### src/rtl/count_mon_pkg.sv
// count_mon_pkg
// Declarations shared by the counter monitor: the tracking FSM state type,
// the fixed segment patterns, and the hex-to-7-segment lookup.
// Segment bit order is {g,f,e,d,c,b,a}, and a 1 lights the segment.
package count_mon_pkg;

    typedef enum logic [1:0] {
        INIT  = 2'd0,   // next sample seeds prev_q/prev_dir and is not checked
        TRACK = 2'd1,   // every sample is checked against the expected step
        FAULT = 2'd2    // an illegal step was seen; wait for clear_fault
    } mon_state_t;

    localparam logic [6:0] SEG_BLANK = 7'h00;
    localparam logic [6:0] SEG_DASH  = 7'h40;

    // Glyphs 0-9, A, b, C, d, E, F
    localparam logic [6:0] SEG_HEX [0:15] = '{
        7'h3F, 7'h06, 7'h5B, 7'h4F,
        7'h66, 7'h6D, 7'h7D, 7'h07,
        7'h7F, 7'h6F, 7'h77, 7'h7C,
        7'h39, 7'h5E, 7'h79, 7'h71
    };

    function automatic logic [6:0] hex_to_seg(input logic [3:0] hex);
        return SEG_HEX[hex];
    endfunction

endpackage

### src/rtl/count_monitor_seg7_decode.sv
// seg7_decode
// Combinational hex-to-7-segment decoder. It has no register. The caller
// registers the result so it can override it, for example with the fault dash.
// Ports:
//   hex  in  4  nibble to display
//   seg  out 7  segments {g,f,e,d,c,b,a}, active high
module seg7_decode
    import count_mon_pkg::*;
(
    input  logic [3:0] hex,
    output logic [6:0] seg
);

    assign seg = hex_to_seg(hex);

endmodule

### src/rtl/count_monitor.sv
// count_monitor
// Watches the output of an up/down counter that runs on the same clock. On
// every edge it checks that the new value is exactly one step from the
// previous one, in the direction sampled together with that previous value.
// It pulses on wrap-around, keeps a signed saturating net lap count, and
// drives a registered 7-segment image of the current count. An illegal step
// sets a sticky error and parks the monitor in FAULT until clear_fault.
// Ports:
//   clk          in   1      rising-edge clock, shared with the counter
//   rst          in   1      synchronous, active-high reset
//   q_in         in   CNT_W  counter value
//   up_down      in   1      counter direction (1 = up), same net the counter uses
//   clear_fault  in   1      leaves FAULT; ignored in other states
//   wrap_up      out  1      one-cycle pulse after a max->0 step while counting up
//   wrap_down    out  1      one-cycle pulse after a 0->max step while counting down
//   laps         out  LAP_W  signed net lap count, saturating
//   step_err     out  1      sticky illegal-step flag
//   seg          out  7      registered segments {g,f,e,d,c,b,a}, active high
module count_monitor
    import count_mon_pkg::*;
#(
    parameter int CNT_W = 3,    // legal range is 2..4
    parameter int LAP_W = 8
) (
    input  logic             clk,
    input  logic             rst,
    input  logic [CNT_W-1:0] q_in,
    input  logic             up_down,
    input  logic             clear_fault,
    output logic             wrap_up,
    output logic             wrap_down,
    output logic [LAP_W-1:0] laps,
    output logic             step_err,
    output logic [6:0]       seg
);

    localparam logic [CNT_W-1:0] Q_ZERO  = '0;
    localparam logic [CNT_W-1:0] Q_ONE   = {{(CNT_W-1){1'b0}}, 1'b1};
    localparam logic [CNT_W-1:0] Q_MAX   = '1;
    localparam logic [LAP_W-1:0] LAP_ONE = {{(LAP_W-1){1'b0}}, 1'b1};
    // Two's-complement limits of the lap counter: 0111..1 and 1000..0
    localparam logic [LAP_W-1:0] LAP_MAX = {1'b0, {(LAP_W-1){1'b1}}};
    localparam logic [LAP_W-1:0] LAP_MIN = {1'b1, {(LAP_W-1){1'b0}}};

    mon_state_t       state;
    logic [CNT_W-1:0] prev_q;
    logic             prev_dir;

    logic [CNT_W-1:0] exp_q;
    logic             step_ok;
    logic             is_wrap_up;
    logic             is_wrap_down;
    logic [3:0]       hex;
    logic [6:0]       seg_dec;

    // The counter's next value follows the direction it saw on the same edge
    // as prev_q. A reversal therefore appears as a legal step back, not an error.
    // The add and subtract wrap naturally in CNT_W bits.
    assign exp_q   = prev_dir ? (prev_q + Q_ONE) : (prev_q - Q_ONE);
    assign step_ok = (q_in == exp_q);

    // These are only used when step_ok holds. The direction term keeps a
    // legal down step from 1 to 0 from looking like an up wrap, and the
    // same for the down case.
    assign is_wrap_up   =  prev_dir && (prev_q == Q_MAX)  && (q_in == Q_ZERO);
    assign is_wrap_down = !prev_dir && (prev_q == Q_ZERO) && (q_in == Q_MAX);

    // Zero-extend the count to a nibble. A per-bit copy still works when
    // CNT_W is 4, where a replication count of zero would be illegal.
    always_comb begin
        hex = 4'h0;
        hex[CNT_W-1:0] = q_in;
    end

    seg7_decode u_seg7 (
        .hex (hex),
        .seg (seg_dec)
    );

    always_ff @(posedge clk) begin
        if (rst) begin
            state     <= INIT;
            prev_q    <= Q_ZERO;
            prev_dir  <= 1'b0;
            wrap_up   <= 1'b0;
            wrap_down <= 1'b0;
            laps      <= '0;
            step_err  <= 1'b0;
            seg       <= SEG_BLANK;
        end else begin
            // The history always tracks the bus. After a clear, the INIT
            // sample therefore starts from live data instead of stale data.
            prev_q    <= q_in;
            prev_dir  <= up_down;
            wrap_up   <= 1'b0;
            wrap_down <= 1'b0;
            seg       <= seg_dec;

            case (state)
                INIT: begin
                    state <= TRACK;
                end

                TRACK: begin
                    if (!step_ok) begin
                        // On the entry edge the dash is already shown.
                        // Laps and the pulses are not touched.
                        step_err <= 1'b1;
                        state    <= FAULT;
                        seg      <= SEG_DASH;
                    end else if (is_wrap_up) begin
                        wrap_up <= 1'b1;
                        if (laps != LAP_MAX) begin
                            laps <= laps + LAP_ONE;
                        end
                    end else if (is_wrap_down) begin
                        wrap_down <= 1'b1;
                        if (laps != LAP_MIN) begin
                            laps <= laps - LAP_ONE;
                        end
                    end
                end

                FAULT: begin
                    if (clear_fault) begin
                        // Leaving FAULT: show the live count again. Laps
                        // keep their value.
                        state    <= INIT;
                        step_err <= 1'b0;
                    end else begin
                        seg <= SEG_DASH;
                    end
                end

                default: begin
                    state <= INIT;
                end
            endcase
        end
    end

endmodule

### config.mk
export PLATFORM = sky130hd
export DESIGN_NAME = count_monitor
export DESIGN_NICKNAME = d
export VERILOG_FILES = /design/src/rtl/count_mon_pkg.sv /design/src/rtl/count_monitor_seg7_decode.sv /design/src/rtl/count_monitor.sv
export SDC_FILE = /design/constraint.sdc
export NUM_CORES = 1
export LEC_CHECK = 0
export ABC_AREA = 1
export BUFFER_PORTS_ARGS = -buffer_cell sky130_fd_sc_hd__buf_4
export CAP_MARGIN = 15
export CORE_AREA = 10 10 94 96
export DETAILED_ROUTE_END_ITERATION = 8
export DIE_AREA = 0 0 104 106
export PLACE_DENSITY = 0.52
export SLEW_MARGIN = 25
export SYNTH_ARGS = -nofsm -noshare
export SYNTH_HDL_FRONTEND = slang
export SYNTH_HIERARCHICAL = 1
export SYNTH_SLANG_ARGS = --single-unit
### constraint.sdc
create_clock -name clk -period 2.1 [get_ports clk]
set_input_delay 0.105 -clock clk [delete_from_list [all_inputs] [get_ports clk]]
set_output_delay 0.105 -clock clk [all_outputs]
set_load 0.02 [all_outputs]
==> flow_summary.ini <==
[worst_hold_path]
min_delay_path_depth = 2
min_to = prev_dir$_SDFF_PP0_
min_path_type = input pin to flop
min_from = rst

[die]
core_area_mm2 = 0.00706
dieHeight_um = 106
ioPinCount = 25
core.rowCount = 31
chipWidth_um = 104
dieArea_mm2 = 0.0110
start_util = 0.243

[route]
drtIter0Drc = 47
ant_nets = 0
vias = 1647
post_drt_via_cell_ratio = 4.12
drt-wirelength-per-cell_um = 10.5
drc = 0
drt-total-wl_mm = 4.18
dr.pass1.iters = 4

[placement]
place_hpwl_mm = 3.23
port_buffers = 24
place_area_mm2 = 0.00203
place.gp.congestion = 0.850
dp_worst_setup_slack_ns = 0.0437

[sta]
clock.fmax_mhz = 488
drv_slew = 0
tns_ns = 0
hold_violations = 0
period_needed_ns = 2.05
timing.final.ws_setup_ns = 0.0497
fin_skew_ns = 0.0164
setup_viol = 0
fin_crit_sh = 0.976
rsz0062_at_grt = true

[cells_and_area]
antenna_cells = 0
utilization = 0.319
nNetsFinal = 327
syn_to_final_growth_pct = 31.0
drive_gt1_frac = 0.229
fill_cells = 807
postLayoutCellArea_mm2 = 0.00225
multi_input_area_mm2 = 0.00115
seq_area_um2 = 488

[global_routing]
grt_max_degree = 19
antenna_found_initial = 0
grt_pass1_vias = 1491
grt_pass1_wl_mm = 6.62
track_usage = 0.0708
grt_overflow_total = 0

[setup_path]
worstSetupEndpointType = flop
cp.arrival_ns = 2.27
cp_max_fo = 6
rr_worst_depth = 11
startpoint_type = flop
r2r_setup_slack_ns = 0.05
crit_path_frequent_cell = nand2_2
max_stage_delay_ns = 0.44
worstReg2RegEnd = laps[4]$_SDFFE_PP0P_
cp_slowest_cell = fa_1
worst-setup-path-type = flop to flop
path_cells = nand2_2 -> inv_2 -> nand2_2 -> nor2_4 -> clkinv_4 -> buf_6 -> fa_1 -> a31oi_1 -> xnor2_1 -> nor2_2 -> nor2_1
critPathRequiredTime_ns = 2.32
reg2reg_from = prev_dir$_SDFF_PP0_

[synth]
synth_xor_area_frac = 0.0204
muxShareOfSynthArea = 0
synth_seq_cells = 24
synth_area_mm2 = 0.00172
yosys.area_share.simple = 0.371
synthCells = 268
seq_area_frac_synth = 0.280
yosysWarnings = 6
yosysUniqueCellTypes = 26
synth_compound_area_frac = 0.0765
synth_nets = 293
synth_top_family_by_area = simple AND/OR/NAND/NOR gates
synth-adder-area-share = 0.140
syn_area_per_cell_um2 = 6.41

[power]
powerDensity_mw_per_mm2 = 525
leakage_nw = 1.12
p_total_mw = 1.18
ir_drop_uv = 181

[cts]
hold_buffers = 0
clkTransAtPathRegs_ns = 0.09
tritoncts = yes
root_buffer = clkbuf_8
clk_latency_ns = 0.27
cts_buffers = 3
cts_sinks = 24
h-tree-depth = 1
clock_path_buffers = 2

[job]
cap_violations = 0

[run_status]
status = completed
[synthesized netlist by cell type]
cell type  instances  area [um2]
nand3b_1           2        15.0
inv_1             41         154
dfxtp_1           24         480
nand4_1            2        12.5
nand3_1            9        45.0
o21ai_0           12        60.1
buf_4              1        7.51
or2_2              1        6.26
xor2_1             3        26.3
clkbuf_8           1        13.8
nand3_4            1        17.5
inv_2              4        15.0
xnor2_1            1        8.76
nor2_1            36         135
ha_1              16         200
nor2_2             1        6.26
a21oi_4            1        16.3
nand2_2            4        25.0
a21oi_1            7        35.0
nor2_8             1        20.0
nor3_1             1        5.00
fa_1               2        40.0
a21o_1             1        7.51
a31oi_1            2        12.5
conb_1             1        3.75
nand2_1           93         349
[state kept, by name, indices dropped and copies added (netlist names)]
register / cells
state: 2
wrap_up: 1
seg: 7
laps: 8
prev_dir: 1
wrap_down: 1
step_err: 1
prev_q: 3
[area by class of cell]
cell class,instances,share of cell area
tap,99,0.0550
inverter,45,0.0784
clock inverter,1,0.0133
sequential,24,0.217
timing repair buffer,30,0.107
clock buffer,3,0.0183
multi-input combinational,198,0.511
[worst max-delay path, delay by kind of cell (launching register included)]
kind	cells	cell delay, ns
AOI/OAI and AO/OA	1	0.28
xor gates and xnor gates	1	0.18
adders and majority gates	1	0.44
buffers and inverters	3	0.33
DFF	1	0.35
and+or+nand+nor	5	0.41
[routing by layer]
metal,wire [um],vias up,global-route usage
met4,99,0,0.0298
met3,167,8,0.0157
met2,1970,28,0.120
met1,1940,734,0.0849
li1,-,877,-
met5,0,-,0
[power breakdown]
group	internal, mW	switching [mW]	total (mW)
Combinational	0.104	0.170	0.274
Sequential	0.489	0.0154	0.505
Clock	0.255	0.147	0.402
Total	0.848	0.333	1.18
[layout by cell type (no fill, tap or decap), drive strengths merged]
cell type,netlist,layout
o21ai,12,12
a31oi,2,2
nand2,97,97
a21oi,8,8
conb,1,1
buf,1,30
inv,45,44
ha,16,16
fa,2,2
nor3,1,1
nor2,38,39
a21o,1,1
or2,1,1
nand4,2,2
xnor2,1,1
xor2,3,3
clkbuf,1,3
dfxtp,24,24
nand3,10,10
bufinv,0,1
clkinv,0,1
nand3b,2,2
[metrics by stage]
step                      cells  hold slack, ns
after floorplan             268           0.174
after global placement      393           0.319
after detailed placement    393           0.312
after CTS                   397          0.0117
after global routing        400          0.0298
final                       400          0.0260
[repair_timing]
action	CTS	global route
gates cloned	0	1
gates resized for setup	1	29
setup endpoints to repair	1	9
pin swaps	0	6
setup buffers	0	2
[logic make-up after synthesis]
logic type | after synthesis
flip-flops | 24
AO/OA/AOI/OAI | 23
other | 1
AND/OR/NAND/NOR | 151
adder cells (fa/ha/maj) | 18
buffers and inverters | 47
XOR/XNOR | 4
[how the worst max path moves through the flow]
stage | start | slack (ns) | end
global placement | prev_q[0]$_SDFF_PP0_ | 0.06 | laps[7]$_SDFFE_PP0P_
detailed placement | prev_q[0]$_SDFF_PP0_ | 0.04 | laps[7]$_SDFFE_PP0P_
floorplan | prev_q[0]$_SDFF_PP0_ | 0.1 | laps[7]$_SDFFE_PP0P_
global route | prev_dir$_SDFF_PP0_ | -0.05 | laps[4]$_SDFFE_PP0P_
CTS | prev_q[2]$_SDFF_PP0_ | 0.01 | laps[7]$_SDFFE_PP0P_
finish | prev_dir$_SDFF_PP0_ | 0.05 | laps[4]$_SDFFE_PP0P_
Note: power is estimated with default switching activity, not from simulation.
